`config.mk`:
```
export PLATFORM = sky130hd
export DESIGN_NAME = hazard_scoreboard
export DESIGN_NICKNAME = d
export VERILOG_FILES = /design/src/rtl/hazard_pkg.sv /design/src/rtl/hazard_match.sv /design/src/rtl/hazard_scoreboard.sv
export SDC_FILE = /design/constraint.sdc
export NUM_CORES = 1
export LEC_CHECK = 0
export BUFFER_PORTS_ARGS = -buffer_cell sky130_fd_sc_hd__buf_2
export CORE_MARGIN = 4
export CORE_UTILIZATION = 45
export DETAILED_ROUTE_END_ITERATION = 8
export GPL_TIMING_DRIVEN = 1
export MAX_ROUTING_LAYER = met4
export PLACE_DENSITY = 0.79
export SYNTH_ARGS = -nofsm -noshare
export SYNTH_HDL_FRONTEND = slang
export SYNTH_SLANG_ARGS = --single-unit
```
`constraint.sdc`:
```
create_clock -name clk -period 3.7 [get_ports clk]
set_input_delay 0.37 -clock clk [delete_from_list [all_inputs] [get_ports clk]]
set_output_delay 0.37 -clock clk [all_outputs]
set_load 0.02 [all_outputs]
```
`src/rtl/hazard_pkg.sv`:
```
// hazard_pkg: shared types, constants and the youngest-producer priority encoder.
package hazard_pkg;
  localparam int REG_AW_MAX = 8;
  localparam int MAX_STAGES = 7;
  localparam logic [2:0] FWD_NONE = 3'd0;
  typedef struct packed {
    logic v;
    logic wb;
    logic [REG_AW_MAX-1:0] dest;
    logic ld;
  } stage_entry_t;
  // bit k-1 of m is stage k; the lowest set bit is the youngest producer
  function automatic logic [2:0] youngest(input logic [MAX_STAGES-1:0] m);
    logic [2:0] s;
    s = FWD_NONE;
    for (int k = MAX_STAGES - 1; k >= 0; k--) s = m[k] ? 3'(k + 1) : s;
    return s;
  endfunction
endpackage

```
`src/rtl/hazard_match.sv`:
```
// hazard_match: compares one ID source against all in-flight entries.
module hazard_match
  import hazard_pkg::*;
#(
  parameter int NUM_STAGES = 2,
  parameter int FWD_EN = 0
) (
  input  logic [REG_AW_MAX-1:0]         src,
  input  logic                          en,
  input  stage_entry_t [NUM_STAGES-1:0] ents,
  output logic [NUM_STAGES-1:0]         match,
  output logic                          ld_use,
  output logic [2:0]                    fwd_sel
);
  logic [MAX_STAGES-1:0] mv;
  always_comb begin
    mv = '0;
    for (int k = 0; k < NUM_STAGES; k++) begin
      match[k] = en && ents[k].v && ents[k].wb && ents[k].dest == src;
      mv[k] = match[k];
    end
    ld_use = match[0] && ents[0].ld;
    fwd_sel = FWD_EN != 0 ? youngest(mv) : FWD_NONE;
  end
endmodule

```
`src/rtl/hazard_scoreboard.sv`:
```
// hazard_scoreboard: tracks in-flight writebacks beside ID, raises stalls,
// drives forwarding selects and counts stall cycles.
module hazard_scoreboard
  import hazard_pkg::*;
#(
  parameter int REG_AW = 4,
  parameter int NUM_STAGES = 2,
  parameter int FWD_EN = 0,
  parameter int CNT_W = 16
) (
  input  logic              clk,
  input  logic              rst,
  input  logic              id_valid,
  input  logic [REG_AW-1:0] src1,
  input  logic [REG_AW-1:0] src2,
  input  logic              two_src,
  input  logic              id_wb_en,
  input  logic [REG_AW-1:0] id_dest,
  input  logic              id_mem_read,
  input  logic              flush,
  input  logic              freeze,
  output logic              hazard,
  output logic [2:0]        fwd_sel1,
  output logic [2:0]        fwd_sel2,
  output logic [CNT_W-1:0]  stall_cnt
);
  stage_entry_t [NUM_STAGES-1:0] stage_q, stage_d;
  logic [CNT_W-1:0] cnt_q, cnt_d;
  logic [NUM_STAGES-1:0] m1, m2;
  logic lu1, lu2;
  hazard_match #(.NUM_STAGES(NUM_STAGES), .FWD_EN(FWD_EN)) u_m1 (
    .src(REG_AW_MAX'(src1)), .en(id_valid), .ents(stage_q),
    .match(m1), .ld_use(lu1), .fwd_sel(fwd_sel1)
  );
  hazard_match #(.NUM_STAGES(NUM_STAGES), .FWD_EN(FWD_EN)) u_m2 (
    .src(REG_AW_MAX'(src2)), .en(id_valid && two_src), .ents(stage_q),
    .match(m2), .ld_use(lu2), .fwd_sel(fwd_sel2)
  );
  assign hazard = FWD_EN != 0 ? (lu1 || lu2) : (|m1 || |m2);
  assign stall_cnt = cnt_q;
  always_comb begin
    stage_d = stage_q;
    cnt_d = cnt_q;
    if (!freeze) begin
      for (int k = NUM_STAGES - 1; k > 0; k--) stage_d[k] = stage_q[k-1];
      stage_d[0] = (hazard || flush || !id_valid) ? '0 :
                   '{v: 1'b1, wb: id_wb_en, dest: REG_AW_MAX'(id_dest), ld: id_mem_read};
      cnt_d = (hazard && cnt_q != '1) ? cnt_q + 1'b1 : cnt_q;
    end
  end
  always_ff @(posedge clk or posedge rst) begin
    if (rst) begin
      stage_q <= '0;
      cnt_q <= '0;
    end else begin
      stage_q <= stage_d;
      cnt_q <= cnt_d;
    end
  end
endmodule

```
======== Word-level counts from Yosys, hierarchy flattened ========
Index checks and enable logic that the tools add are counted.
cells by class
  multiplexer cells ....................... 1
  equality and inequality tests ........... 5
  bitwise logic cells ..................... 1
  add/sub/neg operators ................... 1
  reduce and logical (&&, ||, !) cells .... 21
operators by type and width
  cell                     count
  $eq A8 B4 Y1             4
  $add A16 B1 Y16 const B  1
  $ne A16 B16 Y1 const B   1
  $logic_and A1 B1 Y1      14
  $mux W11                 1
  $reduce_or A2 Y1         2
  $logic_or A1 B1 Y1       3
  $reduce_and A2 Y1        1
  $logic_not A1 Y1         1
  $not A1 Y1               1
storage, ports and cells
  input port bits ......................... 20
  output and inout port bits .............. 23
  flip-flop bits (word level) ............. 36
  word-level logic and storage cells ...... 36

======== Depth between registers and ports, before layout ========
Gate-level depths: netlist of run 1.
  word-level depth ........................ 9
  depth in mapped cells ................... 7
  mapped depth without buffers ............ 7

======== Cells and area by module ========
A second synthesis of run 1 with hierarchy kept.
unflattened totals
  cells, all modules ...................... 168
  area, all modules ....................... 1,776.7 µm²
by module, submodules not included
  module             times used  area an instance (µm²)  sequential area each (µm²)  cells an instance
  hazard_scoreboard  1           1,326.3                 750.7                       106
  hazard_match       2           225.2                   0.0                         31

======== Worst setup path before layout of run 1 ========
No wires, ideal clock.
  path type ............................... register to register
  start ................................... reg cnt_q[0], in the netlist stall_cnt[0]
  end ..................................... reg cnt_q[13], in the netlist stall_cnt[13]
  data arrival time ....................... 1.918 ns
  stages on the path, launching flop included .. 8
  buffers on the path ..................... 0
  path slack .............................. 1.702 ns
  period minus slack after synthesis ...... 1.998 ns
  library setup time ...................... 0.080 ns
  required time ........................... 3.620 ns
  path through ............................ dfrtp_1 ha_1 and4_1 nand2_1 nor4_4 or3_1 nor3b_1 xor2_1
between the ends
  word-level cells in the longest chain between the ends .. 3
  elaborated cells between the ends (all ways) .. 4
  classes of those cells .................. 1 x add/sub; 1 x eq/ne; 2 x reduce/logical
RTL lines
  element                                                                  line                     RTL
  from (decl)                                                              hazard_scoreboard.sv:28  logic [CNT_W-1:0] cnt_q, cnt_d;
  from (signal assigned)                                                   hazard_scoreboard.sv:57  cnt_q <= cnt_d;
  parallel branches: the longest is 3 deep, another holds $add A16 B1 Y16  n/a
Parallel ways; which one is timed is not known.
A chain may end at the register's enable or synchronous reset.

======== Worst setup path after layout of run 1 ========
  start ................................... reg stage_q[4] (netlist name)
  end ..................................... out hazard
between the ends
  word-level cells in the longest chain between the ends .. 4
  elaborated cells between the ends (all ways) .. 7
  classes of those cells .................. 2 x eq/ne; 5 x reduce/logical
RTL lines
  element                 line                     RTL
  from (decl)             hazard_scoreboard.sv:27  stage_entry_t [NUM_STAGES-1:0] stage_q, stage_d;
  from (signal assigned)  hazard_scoreboard.sv:56  stage_q <= stage_d;
  $eq A8 B4 Y1            hazard_match.sv:19       match[k] = en && ents[k].v && ents[k].wb && ents[k].dest == src;
  $logic_and A1 B1 Y1     hazard_match.sv:19
  $reduce_or A2 Y1        hazard_scoreboard.sv:39  assign hazard = FWD_EN != 0 ? (lu1 || lu2) : (|m1 || |m2);
  $logic_or A1 B1 Y1 (*)  hazard_scoreboard.sv:39
  to (decl)               hazard_scoreboard.sv:22  output logic hazard,
Mark *: on every way between the ends. The rest lies on a longest branch, timed or not.

==> results.sh, run 1 <==
export IMPL_slew_headroom=0.318
export IMPL_gp_congestion=0.892
export IMPL_min_period_over_period=0.656
export IMPL_dp_hpwl_mm=2.27
export IMPL_utilization=0.551
export IMPL_grt_overflow=0
export IMPL_htreeDepth=1
export IMPL_reg2reg_slack_ns=1.41
export IMPL_ant_nets=0
export IMPL_syn2layout_area_growth_pct=14.9
export IMPL_pwr_share_comb=0.117
export IMPL_max_stage_delay_ns=0.46
export IMPL_fillers=276
export IMPL_drv_cap=0
export IMPL_grt_pass1_wl_mm=5.22
export IMPL_wl_met2_mm=1.49
export IMPL_worst_ep_required_time_ns=3.33
export IMPL_synth_top_area_share=0.467
export IMPL_dr_first_iter_drc_count=27
export IMPL_rows=20
export IMPL_period_minus_slack_ns=2.43
export IMPL_ios=43
export IMPL_worstPathBufferInverterCount=2
export IMPL_cts_path_max_buffers=2
export IMPL_worst_setup_path_start_kind="flip-flop"
export IMPL_arrival_ns=2.06
export IMPL_crit_type="flip-flop to output port"
export IMPL_core_sq_um=3130
export IMPL_hold_class="input pin to async pin"
export IMPL_drc=0
export IMPL_status="complete, no violations"
export IMPL_worstSkewPairLatency_ns=0.32
export IMPL_grt_pass1_vias=1188
export IMPL_placed_cell_area_sq_um=1690
export IMPL_post_cts_buffers=0
export IMPL_async_flop_share=1.00
export IMPL_synth_distinct_cells=30
export IMPL_fmax_mhz=412
export IMPL_met1_length_mm=1.31
export IMPL_skew_ns=0.00244
export IMPL_tightest_slew_ns=1.02
export IMPL_hold_viol_final=0
export IMPL_yosys_most_used_dff="dfrtp_1"
export IMPL_post_cts_resized=0
export IMPL_nets=191
export IMPL_seqPwrFrac=0.609
export IMPL_diodes=0
export IMPL_grt_usage=0.157
export IMPL_start_util=0.480
export IMPL_drive_above_1_share=0.284
export IMPL_die_h_microns=65.7
export IMPL_setup_viol=0
export IMPL_viasPerCell=5.23
export IMPL_synth_edf_count=0
export IMPL_vias=1113
export IMPL_ctsHoldBuffers=0
export IMPL_power_frac_clock=0.274
export IMPL_die_area_sq_um=4320
export IMPL_netSwitchingPower_mw=0.133
export IMPL_cts_tree="built"
export IMPL_tns_ns=0
export IMPL_placement_io_buffers=35
export IMPL_crit_fanout=17
export IMPL_rsz0062_at_grt="false"
export IMPL_p_int_mw=0.405
export IMPL_die_w_microns=65.7
export IMPL_yosys_top_cells_area="dfrtp_1 (47%), xor2_1 (16%), mux2_2 (5.3%)"
export IMPL_yosysMostFrequentCell="dfrtp_1"
export IMPL_cp_cell_sequence="xor2_1 -> nor4_1 -> a31oi_1 -> o22a_1 -> inv_1 -> buf_2"
export IMPL_syn_avg_cell_area_sq_um=11.1
export IMPL_syn_inst=135
export IMPL_wire_per_inst_microns=14.1
export IMPL_ir_drop_mv=0.233
export IMPL_drt_pass1_iterations=5
export IMPL_final_area_sq_um=1720
export IMPL_synthTopCellsByCount="dfrtp_1 (28), xor2_1 (27), nor3_1 (9), mux2_2 (7), nand3_1 (7)"
export IMPL_syn_cell_area_sq_um=1500
export IMPL_swShare=0.247
export IMPL_met3_length_microns=193
export IMPL_path_clk_slew_ns=0.14
export IMPL_crit_slowest_cell="dfrtp_1"
export IMPL_synth_seq_cells=28
export IMPL_yosysSeqAreaShare=0.467
export IMPL_ys_warn_count=0
export IMPL_total_leakage_power_nw=0.951
export IMPL_totalWireLength_mm=3.01
export IMPL_synth_largest_area_cell="dfrtp_1"
export IMPL_cts_buffers_inserted=3
export IMPL_top_layer_used="met4"
export IMPL_cts_sinks=28
export IMPL_grt_max_degree=29
export IMPL_crit_family="compound AO/OA/AOI/OAI gates"
export IMPL_slew_viol_final=0
export IMPL_antenna_found_initial=0
export IMPL_cts_root_buffer="clkbuf_4"
export IMPL_power_per_cell_area_nw_per_um2=312
export IMPL_cp_end_kind="output port"
## worst register-to-register path, stage by stage (launching register included)
cell and delay [ns]:
dfrtp_1 0.46, xor2_1 0.19, nor4_1 0.29, a31oi_1 0.08, o22a_1 0.43, nor4_1 0.40
mux2_1 0.35
## power by group through the flow
stage                     Sequential, mW  Clock [mW]  Combinational, mW
final                              0.328       0.147             0.0629
after global routing               0.329       0.168             0.0704
after CTS                          0.328       0.153             0.0642
after detailed placement           0.334           0             0.0636
after global placement             0.333           0             0.0608
after floorplan                    0.333           0             0.0457
## metal layers
| layer | vias up | global-route usage |
|---|---|---|
| met5 | - | - |
| met4 | 0 | 0.0259 |
| met3 | 2 | 0.0393 |
| met2 | 45 | 0.257 |
| met1 | 533 | 0.199 |
| li1 | 533 | - |
## area by class of cell
cell class,instances,area [sq um],share of cell area
Inverter,2,7.51,0.00435
Tap cell,44,55.1,0.0319
Timing Repair Buffer,35,175,0.102
Clock buffer,4,36.3,0.0210
Sequential cell,28,701,0.406
Multi-Input combinational cell,100,749,0.435
## cell usage in the layout, fill, tap and decap left out, drive strengths merged, types with 3 or more instances in the layout
cell type,synthesis,routed
xor2,27,27
dfrtp,28,28
nor2,3,3
a22o,5,5
nand4b,3,3
nand2,6,6
nor3,9,9
buf,7,35
nand3,7,7
clkbuf,3,4
nor4,7,7
mux2,9,9
conb,1,6
## flip-flops by register name, summed over array words and instances, names as in the netlist
signal / cells
stall_cnt: 16
stage_q: 12
## logic make-up (layout without fill, tap and decap cells)
kind of cell,count (synthesis),count (layout),synth area share
XOR/XNOR,29,29,0.169
buffers and inverters,12,41,0.0459
AND/OR/NAND/NOR,46,46,0.191
multiplexers,9,9,0.0676
flip-flops,28,28,0.467
AO/OA/AOI/OAI,9,9,0.0484
adder cells (fa/ha/maj),1,1,0.00834
other,1,6,0.00250
## worst paths after layout
check | end | startpoint | depth (start not counted)
setup / recovery | hazard | stage_q[4]$_DFFE_PP0N_ | 6
hold / removal | stage_q[13]$_DFFE_PP0N_ | rst | 2
setup reg to reg | stall_cnt[15]$_DFFE_PP0P_ | stage_q[4]$_DFFE_PP0N_ | 6
max in group asynchronous | stage_q[20]$_DFFE_PP0N_ | rst | 2
min in group clk | stage_q[1]$_DFFE_PP0N_ | id_dest[0] | 2
hold reg to reg | stall_cnt[8]$_DFFE_PP0P_ | stall_cnt[8]$_DFFE_PP0P_ | 1
## per-stage QoR
stage / power [mW] / worst slack [ns] / instances / hold slack (ns)
floorplan: 0.378 / 1.70 / 140 / 0.435
global placement: 0.394 / 1.45 / 209 / 0.471
detailed placement: 0.397 / 1.36 / 209 / 0.476
CTS: 0.545 / 1.25 / 213 / 0.244
global route: 0.567 / 1.09 / 213 / 0.231
finish: 0.538 / 1.27 / 213 / 0.256
Power figures use the tool's default switching activity.
==> run 2, diff against run 1 <==
Settings changed: PLACE_DENSITY 0.79 to 0.81.
Clock period 3.7 ns to 2.1 ns, I/O delays scaled along.
==> run 2 against run 1 <==
Net effect: clock-buffer cell count unchanged; non-clock buffer count up 17; wire length up 10%; die area unchanged; register-to-register slack worse by 1.3 ns; clock skew up 0.0023 ns; cell area up 11%; critical endpoint unchanged; largest cell class unchanged.
==> results.sh, run 2 (synthesis gave the netlist of run 1 again) <==
export IMPL_dp_cells=218
export IMPL_gp_congestion=0.880
export IMPL_drt_pass1_iterations=6
export IMPL_cts_path_max_buffers=2
export IMPL_crit_path_frequent_cell="buf_6"
export IMPL_seqPwrFrac=0.596
export IMPL_swShare=0.249
export IMPL_pwr_share_comb=0.134
export IMPL_core_sq_um=3130
export IMPL_grt_overflow=0
export IMPL_wire_per_inst_microns=14.4
export IMPL_setup_viol=0
export IMPL_ir_drop_mv=0.325
export IMPL_drc=0
export IMPL_slew_viol_final=0
export IMPL_worstSkewPairLatency_ns=0.33
export IMPL_cp_end_kind="output port"
export IMPL_arrival_ns=1.85
export IMPL_min_period_over_period=0.982
export IMPL_cts_buffers_inserted=3
export IMPL_skew_ns=0.00471
export IMPL_rsz0062_at_grt="true"
export IMPL_worst_ep_required_time_ns=1.89
export IMPL_grt_pass1_wl_mm=5.47
export IMPL_largest_register_ffs=16
export IMPL_slew_headroom=0.639
export IMPL_dp_hpwl_mm=2.40
export IMPL_grt_max_degree=29
export IMPL_die_w_microns=65.7
export IMPL_place_ws_ns=0.0541
export IMPL_layoutNonFillerInstCount=230
export IMPL_power_frac_clock=0.271
export IMPL_worstPathBufferInverterCount=3
export IMPL_mostFrequentLayoutCells="buf_2 (35), dfrtp_1 (28), xor2_1 (27)"
export IMPL_antenna_found_initial=0
export IMPL_worst_setup_path_start_kind="flip-flop"
export IMPL_mostFrequentLayoutCell="buf_2"
export IMPL_vias=1171
export IMPL_fmax_mhz=485
export IMPL_cts_tree="built"
export IMPL_fin_ws_ns=0.0375
export IMPL_cp_cell_sequence="xor2_1 -> nor3_1 -> a31oi_1 -> o22a_2 -> buf_6 -> inv_2 -> buf_6"
export IMPL_crit_fanout=5
export IMPL_die_h_microns=65.7
export IMPL_grt_pass1_vias=1179
export IMPL_totalWireLength_mm=3.32
export IMPL_ant_nets=0
export IMPL_syn2layout_area_growth_pct=28.1
export IMPL_path_clk_slew_ns=0.14
export IMPL_ios=43
export IMPL_nets=208
export IMPL_die_area_sq_um=4320
export IMPL_crit_type="flip-flop to output port"
export IMPL_rows=20
export IMPL_tightest_slew_ns=0.541
export IMPL_tns_ns=0
export IMPL_cts_sinks=28
export IMPL_htreeDepth=1
export IMPL_max_stage_delay_ns=0.45
export IMPL_dr_first_iter_drc_count=37
export IMPL_netSwitchingPower_mw=0.240
export IMPL_viasPerCell=5.09
export IMPL_status="complete, no violations"
export IMPL_start_util=0.480
export IMPL_total_leakage_power_nw=1.04
export IMPL_cts_root_buffer="clkbuf_4"
export IMPL_hold_viol_final=0
export IMPL_power_per_cell_area_nw_per_um2=501
export IMPL_drv_cap=0
export IMPL_period_minus_slack_ns=2.06
export IMPL_diodes=0
export IMPL_placement_io_buffers=35
export IMPL_grt_usage=0.174
export IMPL_p_int_mw=0.724
export IMPL_crit_family="flip-flops"
export IMPL_utilization=0.614
export IMPL_hold_class="input pin to flip-flop"
export IMPL_drive_above_1_share=0.392
export IMPL_crit_slowest_cell="dfrtp_1"
==> run 2: changes by cell type in the layout (fill, tap and decap cells not counted), moves of 2 or more <==
cell and change:
buf_4 +14, nor3_1 -3, buf_6 +2, nor3_2 +2, nor4_4 +2
==> run 2: path summary, 6_finish.rpt <==
path / depth (start not counted) / slack (ns) / from / to
min: 2 / 0.08 / id_dest[2] / stage_q[3]$_DFFE_PP0N_
max reg2reg: 6 / 0.07 / stall_cnt[6]$_DFFE_PP0P_ / stall_cnt[15]$_DFFE_PP0P_
min in group asynchronous: 4 / 0.45 / rst / stage_q[13]$_DFFE_PP0N_
max: 7 / 0.04 / stage_q[1]$_DFFE_PP0N_ / hazard
max in group asynchronous: 4 / 1.40 / rst / stage_q[14]$_DFFE_PP0N_
min reg2reg: 1 / 0.51 / stall_cnt[8]$_DFFE_PP0P_ / stall_cnt[8]$_DFFE_PP0P_
==> run 2: power groups by stage <==
stage	registers (mW)	logic, mW	clock network, mW
after global routing	0.576	0.144	0.299
after CTS	0.574	0.127	0.270
after detailed placement	0.585	0.119	0
final	0.574	0.129	0.261
after global placement	0.584	0.114	0
after floorplan	0.586	0.0806	0
==> run 2: worst register-to-register path: stages, from the launching register on <==
cell and delay (ns):
dfrtp_1 0.45, and4_1 0.28, nand3_1 0.22, nor2_1 0.21, nand3_1 0.16, nor4_4 0.29
mux2_4 0.32
==> run 2: area by class of cell <==
cell class                 instances  area [sq um]
multi-input combinational        100           810
inverter                           2          7.51
clock buffer                       4          36.3
fill                             260          1210
timing repair buffer              52           313
tap                               44          55.1
sequential                        28           701
==> run 2: through the flow <==
step                hold slack, ns  instance area [sq um]  power, mW
floorplan                    0.275                   1520      0.667
global placement             0.281                   1760      0.698
detailed placement           0.287                   1760      0.704
CTS                         0.0694                   1850      0.972
global route                0.0740                   1920       1.02
finish                      0.0792                   1920      0.964
==> run 2: routing by layer <==
metal	up-vias	GRT usage	share of wire	wire length [microns]
li1	571	-	-	-
met1	561	0.213	0.44	1470
met2	35	0.280	0.48	1610
met3	4	0.0291	0.055	182
met4	0	0.0777	0.018	60
met5	-	-	0	0
==> run 2: timing repair <==
| item | 4_1_cts | 5_1_grt |
|---|---|---|
| resized for setup | 5 | 11 |
| setup endpoints to repair | 1 | 9 |
| hold endpoints to repair | 28 | 0 |
| cloned | 0 | 1 |
| setup buffers | 4 | 2 |
| hold buffers | 1 | 0 |
| pin swaps | 2 | 5 |
